## src/rtl/mux_scan_nto1_if.sv

```systemverilog
// mux_scan_nto1_if: channel bus and registered result bus of the N:1 scanning mux
interface mux_scan_nto1_if #(
  parameter int CH = 4,
  parameter int W  = 8
) ();
  localparam int SW = $clog2(CH);
  logic            En;
  logic [1:0]      Mode;
  logic [SW-1:0]   Sel;
  logic [CH*W-1:0] Din;
  logic [CH-1:0]   Din_vld;
  logic [W-1:0]    Do;
  logic            Do_vld;
  logic [SW-1:0]   Do_ch;
  logic            Err;
  modport master (output En, Mode, Sel, Din, Din_vld, input Do, Do_vld, Do_ch, Err);
  modport slave  (input En, Mode, Sel, Din, Din_vld, output Do, Do_vld, Do_ch, Err);
endinterface

```

## src/rtl/mux_scan_nto1.sv

```systemverilog
// mux_scan_nto1: registered CH:1 mux with direct, round-robin scan, priority and hold modes
module mux_scan_nto1 #(
  parameter int CH    = 4,
  parameter int W     = 8,
  parameter int DWELL = 4
) (
  input logic             Clk,
  input logic             Rst_n,
  mux_scan_nto1_if.slave  bus
);
  localparam int SW = $clog2(CH);
  localparam logic [SW-1:0] P_LAST = SW'(CH - 1);
  localparam logic [7:0]    D_LAST = 8'(DWELL - 1);
  typedef enum logic [1:0] {M_DIRECT, M_SCAN, M_PRIO, M_HOLD} mode_t;
  mode_t         r_prev, w_mode;
  logic [W-1:0]  r_do, w_do;
  logic          r_vld, w_vld;
  logic [SW-1:0] r_ch, w_ch;
  logic          r_err, w_err;
  logic [SW-1:0] r_ptr, w_ptr, w_ptr_n;
  logic [7:0]    r_dwell, w_dwell, w_dwell_n;
  logic          w_entry, w_last, w_sel_ok, w_pany;
  logic [SW-1:0] w_pk;
  logic [W-1:0]  w_data [CH];
  for (genvar g = 0; g < CH; g++) begin : g_ch
    assign w_data[g] = bus.Din[g*W +: W];
  end
  assign w_mode   = mode_t'(bus.Mode);
  // entering SCAN restarts at channel 0 with a full dwell, whatever ptr was left at
  assign w_entry  = (w_mode == M_SCAN) && (r_prev != M_SCAN);
  assign w_ptr    = w_entry ? '0 : r_ptr;
  assign w_dwell  = w_entry ? '0 : r_dwell;
  assign w_last   = w_dwell == D_LAST;
  assign w_sel_ok = 32'(bus.Sel) < CH;
  always_comb begin
    w_pk   = '0;
    w_pany = 1'b0;
    for (int k = CH - 1; k >= 0; k--)
      if (bus.Din_vld[k]) begin
        w_pk   = SW'(k);
        w_pany = 1'b1;
      end
  end
  always_comb begin
    w_do      = r_do;
    w_ch      = r_ch;
    w_vld     = 1'b0;
    w_err     = r_err;
    w_ptr_n   = r_ptr;
    w_dwell_n = r_dwell;
    if (bus.En)
      case (w_mode)
        M_DIRECT: begin
          w_err = !w_sel_ok;
          if (w_sel_ok) begin
            w_do  = w_data[bus.Sel];
            w_ch  = bus.Sel;
            w_vld = bus.Din_vld[bus.Sel];
          end
        end
        M_SCAN: begin
          w_do      = w_data[w_ptr];
          w_ch      = w_ptr;
          w_vld     = bus.Din_vld[w_ptr];
          w_err     = 1'b0;
          w_dwell_n = w_last ? '0 : w_dwell + 8'd1;
          w_ptr_n   = !w_last ? w_ptr : (w_ptr == P_LAST) ? '0 : w_ptr + 1'b1;
        end
        M_PRIO: begin
          w_err = 1'b0;
          w_vld = w_pany;
          if (w_pany) begin
            w_do = w_data[w_pk];
            w_ch = w_pk;
          end
        end
        default: ;
      endcase
  end
  always_ff @(posedge Clk)
    if (!Rst_n) begin
      r_do    <= '0;
      r_vld   <= 1'b0;
      r_ch    <= '0;
      r_err   <= 1'b0;
      r_ptr   <= '0;
      r_dwell <= '0;
      r_prev  <= M_HOLD;
    end else begin
      r_do    <= w_do;
      r_vld   <= w_vld;
      r_ch    <= w_ch;
      r_err   <= w_err;
      r_ptr   <= w_ptr_n;
      r_dwell <= w_dwell_n;
      r_prev  <= w_mode;
    end
  assign bus.Do     = r_do;
  assign bus.Do_vld = r_vld;
  assign bus.Do_ch  = r_ch;
  assign bus.Err    = r_err;
endmodule

```

## src/flat_wrapper.sv

```systemverilog
// flat-port wrapper written by rule: the top's interface ports become plain ports
module mux_scan_nto1_flat 
#(
  parameter int CH    = 4,
  parameter int W     = 8,
  parameter int DWELL = 4
)
  (Clk, Rst_n, bus_En, bus_Mode, bus_Sel, bus_Din, bus_Din_vld, bus_Do, bus_Do_vld, bus_Do_ch, bus_Err);
  mux_scan_nto1_if #(.CH(CH), .W(W)) bus_i ();
  input logic Clk;
  input logic Rst_n;
  input wire logic [$bits(bus_i.En)-1:0] bus_En;
  input wire logic [$bits(bus_i.Mode)-1:0] bus_Mode;
  input wire logic [$bits(bus_i.Sel)-1:0] bus_Sel;
  input wire logic [$bits(bus_i.Din)-1:0] bus_Din;
  input wire logic [$bits(bus_i.Din_vld)-1:0] bus_Din_vld;
  output wire logic [$bits(bus_i.Do)-1:0] bus_Do;
  output wire logic [$bits(bus_i.Do_vld)-1:0] bus_Do_vld;
  output wire logic [$bits(bus_i.Do_ch)-1:0] bus_Do_ch;
  output wire logic [$bits(bus_i.Err)-1:0] bus_Err;
  assign bus_i.En = bus_En;
  assign bus_i.Mode = bus_Mode;
  assign bus_i.Sel = bus_Sel;
  assign bus_i.Din = bus_Din;
  assign bus_i.Din_vld = bus_Din_vld;
  assign bus_Do = bus_i.Do;
  assign bus_Do_vld = bus_i.Do_vld;
  assign bus_Do_ch = bus_i.Do_ch;
  assign bus_Err = bus_i.Err;
  mux_scan_nto1 #(.CH(CH), .W(W), .DWELL(DWELL)) u_core (.Clk(Clk), .Rst_n(Rst_n), .bus(bus_i));
endmodule
```

## config.mk

```make
export PLATFORM = sky130hd
export DESIGN_NAME = mux_scan_nto1_flat
export DESIGN_NICKNAME = d
export VERILOG_FILES = /design/src/rtl/mux_scan_nto1_if.sv /design/src/rtl/mux_scan_nto1.sv /design/src/flat_wrapper.sv
export SDC_FILE = /design/constraint.sdc
export NUM_CORES = 1
export LEC_CHECK = 0
export CAP_MARGIN = 20
export CORE_UTILIZATION = 30
export DETAILED_ROUTE_END_ITERATION = 8
export RECOVER_POWER = 100
export SLEW_MARGIN = 20
export SYNTH_ARGS = -nofsm -noshare
export SYNTH_HDL_FRONTEND = slang
export SYNTH_SLANG_ARGS = --single-unit
```

## constraint.sdc

```tcl
create_clock -name Clk -period 2.7 [get_ports Clk]
set_input_delay 0.54 -clock Clk [delete_from_list [all_inputs] [get_ports Clk]]
set_output_delay 0.54 -clock Clk [all_outputs]
set_load 0.02 [all_outputs]
```

; ---- Word level (Yosys, flattened, before mapping)
; Cells that the tools add are included.
[op_classes]
addsub = 2
n_mul = 0
div_mod_pow = 0
n_lt_le_gt_ge = 5
n_eq_ne = 6
n_shift = 0
n_mux = 31
bitwise = 3
n_reduce_logical = 6
[op_table]
columns = op, count
row1 = $mux 8, 9
row2 = $bmux 8 s2, 3
row3 = $pmux 8 s3, 1
row4 = $mux 2, 8
row5 = $ge 3x3->1 const B, 3
row6 = $not 2->3, 3
row7 = $add 8x1->8 const B, 1
row8 = $eq 8x2->1 const B, 1
row9 = $lt 2x3->1 const B, 2
row10 = $mux 1, 6
row11 = $pmux 2 s3, 1
row12 = $bmux 1 s2, 2
row13 = $eq 2x2->1 const B, 2
row14 = $ne 2x1->1 const B, 2
row15 = $reduce_and 2->1, 2
row16 = $pmux 1 s3, 1
row17 = $reduce_and 3->1, 1
row18 = $reduce_bool 3->1, 1
row19 = $add 2x1->2 const B, 1
row20 = $eq 2x1->1 const B, 1
row21 = $logic_not 2->1, 1
row22 = $logic_and 1x1->1, 1
[word_totals]
register_bits = 23
latchBits = 0
mem_bits_rw = 0
rom_bits = 0
inputBits = 43
out_inout_bits = 12
word_cells = 59
mem_count = 0

; ---- Logic depth before layout (Yosys ltp)
[logic_depth]
word_depth = 10
mapped_depth = 11
mapped_depth_nobuf = 10

; ---- Least setup slack after synthesis
; No wires, ideal clock.
[synth_timing]
kind = input to register
start = input bus_Mode[1]
end = register u_core.r_dwell[6]
setup_time_ps = 74
arrival_time_ps = 2389
required_ps = 2626
slack_ps = 237
cell_stages = 10
n_path_buf = 1
path_cell_list = inv_1 ha_1 nand2_1 clkbuf_1 and2_1 ha_1 nand3_1 or2_0 or3_1 a21oi_1
[synth_via]
elab_chain_len = 5
elab_cells_between_ends = 7
cone_classes = add/sub (1) / eq/ne (2) / mux (2) / reduce/logical (2)
[synth_rtl]
columns = item, line_no
row1 = start: declaration, flat_wrapper.sv:13  ; input wire logic [$bits(bus_i.Mode)-1:0] bus_Mode;
row2 = $eq 2x1->1 (*), "mux_scan_nto1.sv:30, mux_scan_nto1.sv:52"
row3 = $logic_and 1x1->1, mux_scan_nto1.sv:30  ; assign w_entry = (w_mode == M_SCAN) && (r_prev != M_SCAN);
row4 = $mux 8, mux_scan_nto1.sv:32  ; assign w_dwell = w_entry ? '0 : r_dwell;
row5 = $add 8x1->8 / $eq 8x2->1 (equally long branches), "mux_scan_nto1.sv:66, mux_scan_nto1.sv:33"
row6 = $mux 8, mux_scan_nto1.sv:66  ; w_dwell_n = w_last ? '0 : w_dwell + 8'd1;
row7 = end signal: assignment, mux_scan_nto1.sv:95  ; r_dwell <= w_dwell_n;
row8 = end: declaration, mux_scan_nto1.sv:21  ; logic [7:0] r_dwell, w_dwell, w_dwell_n;
; Mark *: on every way between the ends. The rest lies on a longest branch, timed or not.
; A chain may end at the register's enable or synchronous reset.

; ---- Worst setup path after layout
[layout_timing]
start = input bus_Mode[0]
end = register u_core.r_do[7] (netlist: u_core.bus.Do[7])
[layout_via]
elab_chain_len = 8
elab_cells_between_ends = 13
cone_classes = eq/ne (3) / mux (5) / bitwise (1) / reduce/logical (4)
[layout_rtl]
columns = item, line_no
row1 = $eq 2x1->1, "mux_scan_nto1.sv:30, mux_scan_nto1.sv:52"
row2 = $logic_and 1x1->1, mux_scan_nto1.sv:30
row3 = $mux 2, mux_scan_nto1.sv:31  ; assign w_ptr = w_entry ? '0 : r_ptr;
row4 = $not 2->3 (not written as such), mux_scan_nto1.sv:62  ; w_do = w_data[w_ptr];
row5 = $bmux 8 s2, mux_scan_nto1.sv:62
row6 = $mux 8 (not written as such) (2 in series), mux_scan_nto1.sv:62
row7 = $pmux 8 s3, mux_scan_nto1.sv:52  ; case (w_mode)
row8 = end signal: assignment, mux_scan_nto1.sv:90  ; r_do <= w_do;
row9 = end: declaration, mux_scan_nto1.sv:16  ; logic [W-1:0] r_do, w_do;
; Several ways; a longest one is shown, not always the timed one. The select of a mux whose other input is x is not followed.

==> reports/results.txt <==
The signed area change from the synthesized netlist to the final layout was 35.9%; the CTS buffer count was 3. The buffer levels on the longest clock path was 2; the buffering stage count on the worst path with inverters included was 3. The path class of the tightest hold or removal check is reg -> reg. By area the synthesized netlist is led by sky130_fd_sc_hd__dfxtp_1 (21%), sky130_fd_sc_hd__mux2i_1 (9.3%), sky130_fd_sc_hd__nand2_1 (5.2%). For this run, the post-layout net count is 385. Pin placement for this block handled 55 I/O pins. The pin slew with the least headroom to its limit is 0.830 ns.

Leaving out fill and tap cells, the most frequent cell in the layout is sky130_fd_sc_hd__clkdlybuf4s50_1. Clock-pin slew was measured on the worst setup and hold paths at 0.10 ns. The count of warnings emitted by yosys is 0. The pre-antenna-repair detailed-routing pass consisted of 5 iterations.

The total length of routed wires was 7060 µm. The logs give 2150 µm² for the summed instance area of the synthesized netlist and 272 for the gate count of the mapped netlist. For this configuration, the core starts out at a cell density of 31.3%. Entering global routing, the biggest net connects 20 pins.

For the tightest slew margin relative to the limit, the log shows 44.1%. In the layout the commonest cells are sky130_fd_sc_hd__clkdlybuf4s50_1 (40), sky130_fd_sc_hd__nand2_1 (30), sky130_fd_sc_hd__buf_4 (23), sky130_fd_sc_hd__dfxtp_1 (23), sky130_fd_sc_hd__mux2i_1 (20). Max-cap violations in this run came to 0. The slowest stage of the critical path is the sky130_fd_sc_hd__dlygate4sd3_1 cell. The largest stage delay on the critical path is 0.58 ns. For the final non-filler cell area, the log shows 2920 µm².

Clock sink total: 23. For this run, asynchronously set or reset flops after synthesis account for 0%. The worst setup path is captured at a register.

The HPWL after detailed placement is 5410 µm. Hold repair after CTS inserted 0 buffers. The y dimension of the die works out to 86.6 µm. The worst-case clock skew was 0.0211 ns; the timing-limited maximum frequency was 404 MHz. TritonCTS built the clock tree.

STA puts the critical path data arrival time at 2.69 ns. After floorplanning, the core was sized to cover 6870 µm². The sequential-to-total area share from yosys stat is 21.4%. The number of enable flip-flop cells after synthesis came out at 0.

Of all nets on the critical path, the largest fanout is 6. In this run, placement finished with an instance count of 428. For the total DRC errors in the routed layout, the log shows 0. In the routed layout, each cell is associated on average with a via count of 5.64. The design draws 0.000921 W. In this run the post-CTS setup repair buffer count came out at 0.

A synthesized cell averages 7.90 µm². The via count of the first global-routing pass is 2335, and the number of pins exceeding their max-slew limit in the final report is 0. Across all hold checks on the routed design, the worst slack comes to 0.475 ns. For this design the ratio of total power to cell area is 315 nW/µm². The critical path in this run is classified as in -> reg.

The count of endpoints failing hold in the final timing report is 0, and the share of post-route cells with drive strength above 1 is 11.0%. STA classifies the critical path startpoint as an input port. The number of gates resized after CTS was 0. The leading register cell type out of synthesis was sky130_fd_sc_hd__dfxtp_1.

The run finished with clean final reports. Cell row count: 30. After synthesis the netlist holds a flip-flop and latch count of 23. After detailed routing, the average wire length per cell comes to 16.3 µm. In this run the cell area measured after placement is 2920 µm². The share of synthesized area in the top cell type comes to 21.4%. The horizontal die dimension came out at 86.6 µm. STA puts the critical path data required time at 2.92 ns. Global routing used 19.2% of the available tracks. Grouping stages by cell kind, the critical path spends the most delay in buffers and inverters. The tree is rooted in a sky130_fd_sc_hd__clkbuf_8. The post-route antenna net violation count is 0, and the global-route wire length before repair is 11400 µm.

The worst-case IR drop observed on VDD is 0.140 mV. The number of buffer cells added on primary ports is 53, and the shortest clock period the worst path allows after layout is 2.48 ns. After routing, the total negative slack on setup checks comes to 0 ns.

The die covers 7510 µm². Setup repair after global routing left no endpoint under its margin. The maximum level of the CTS H-tree is 1. The number of nets in the synthesized netlist is 320. For this block, the initial DRC count from the detailed router was 186. The largest total area in the synthesized netlist belongs to sky130_fd_sc_hd__dfxtp_1. For the worst-skew pair, the clock arrives at the later sink with an insertion delay of 0.28 ns. For the count of different cell masters after synthesis, the log shows 53. The logs give 432 for the post-route non-filler standard cell count and 1.02 nW for the standby leakage power. Summed over all layers, the global routing overflow is 0. The signal on the critical path passes through dlygate4sd3_1, inv_1, ha_1, or3b_1, o31a_1, clkbuf_1, nand2_1, o211ai_1, a31oi_1. The routed layout has 2435 vias.

The number of antenna violations at the first check in global routing came out at 0. 0 antenna diodes ended up in the layout. The tools report the routability-driven placement congestion ratio as 0.896. The setup check on the worst reg-to-reg path leaves a slack of 0.69 ns. The share of the cycle needed by the critical path after routing is 91.8%, and the count of endpoints failing setup in the final report is 0.
==> synthesized netlist by cell type, types with 8 or more instances <==
| master | instances |
|---|---|
| sky130_fd_sc_hd__nand2_1 | 30 |
| sky130_fd_sc_hd__dfxtp_1 | 23 |
| sky130_fd_sc_hd__mux2i_1 | 20 |
| sky130_fd_sc_hd__a21oi_1 | 19 |
| sky130_fd_sc_hd__clkbuf_1 | 14 |
| sky130_fd_sc_hd__nor2_1 | 14 |
| sky130_fd_sc_hd__o21ai_0 | 11 |
| sky130_fd_sc_hd__o2111ai_1 | 10 |
| sky130_fd_sc_hd__a31oi_1 | 8 |
==> final cells by class <==
type	instances	area [µm²]
fillers	703	3950
multi-input cells	219	1540
repair buffers	82	727
flip-flops and latches	23	460
well taps	96	120
clock buffers	4	45.0
inverters	8	30.0
==> per-stage QoR <==
stage                     utilization, %  worst slack [ns]
after CTS                           43.1             0.294
final                               42.5             0.222
after detailed placement            42.5            0.0319
after global routing                42.5            0.0973
after global placement              42.5            0.0547
after floorplan                        -             0.237
==> final timing paths <==
path,start,cells after the start,end
setup reg to reg,u_core.r_prev[1],6,u_core.r_dwell[7]
hold reg to reg,u_core.bus.Do_ch[0],2,u_core.bus.Do_ch[0]
hold / removal,u_core.bus.Do_ch[0],2,u_core.bus.Do_ch[0]
setup / recovery,bus_Mode[0],9,u_core.bus.Do[7]
==> state kept, by name, summed over array words and instances, names as in the netlist <==
name / flops
u_core.r_ptr: 2
u_core.bus.Do_ch: 2
u_core.bus.Do: 8
u_core.r_prev: 2
u_core.r_dwell: 8
u_core.bus.Do_vld: 1
==> routing by layer <==
layer  wire length [µm]  GRT usage (%)  up-vias
li1                   -              -     1183
met1               3080           24.2     1133
met2               3360           33.7      100
met3                459           2.67       19
met4                159           6.21        0
met5                  0              0        -
==> cell families after synthesis <==
logic type,Yosys count,share of synthesized area (%)
AO/OA/AOI/OAI,101,34.4
AND/OR/NAND/NOR,87,21.0
buffers and inverters,30,6.11
multiplexers,25,14.0
flip-flops,23,21.4
adder cells (fa/ha/maj),5,2.91
other,1,0.174
==> worst reg2reg max path: stages (launching register included) <==
cell	delay, ns
sky130_fd_sc_hd__dfxtp_1	0.33
sky130_fd_sc_hd__nand2b_1	0.17
sky130_fd_sc_hd__buf_4	0.19
sky130_fd_sc_hd__a2111oi_2	0.55
sky130_fd_sc_hd__nand4_1	0.13
sky130_fd_sc_hd__or4_1	0.42
sky130_fd_sc_hd__a21oi_1	0.13
==> power breakdown <==
part	switching (W)	leakage, nW	internal [W]
clock network	0.000124	0.0228	0.000106
registers	0.00000756	0.188	0.000355
logic	0.000167	0.812	0.000163
total	0.000298	1.02	0.000623
Note: power is estimated with default switching activity, not from simulation.
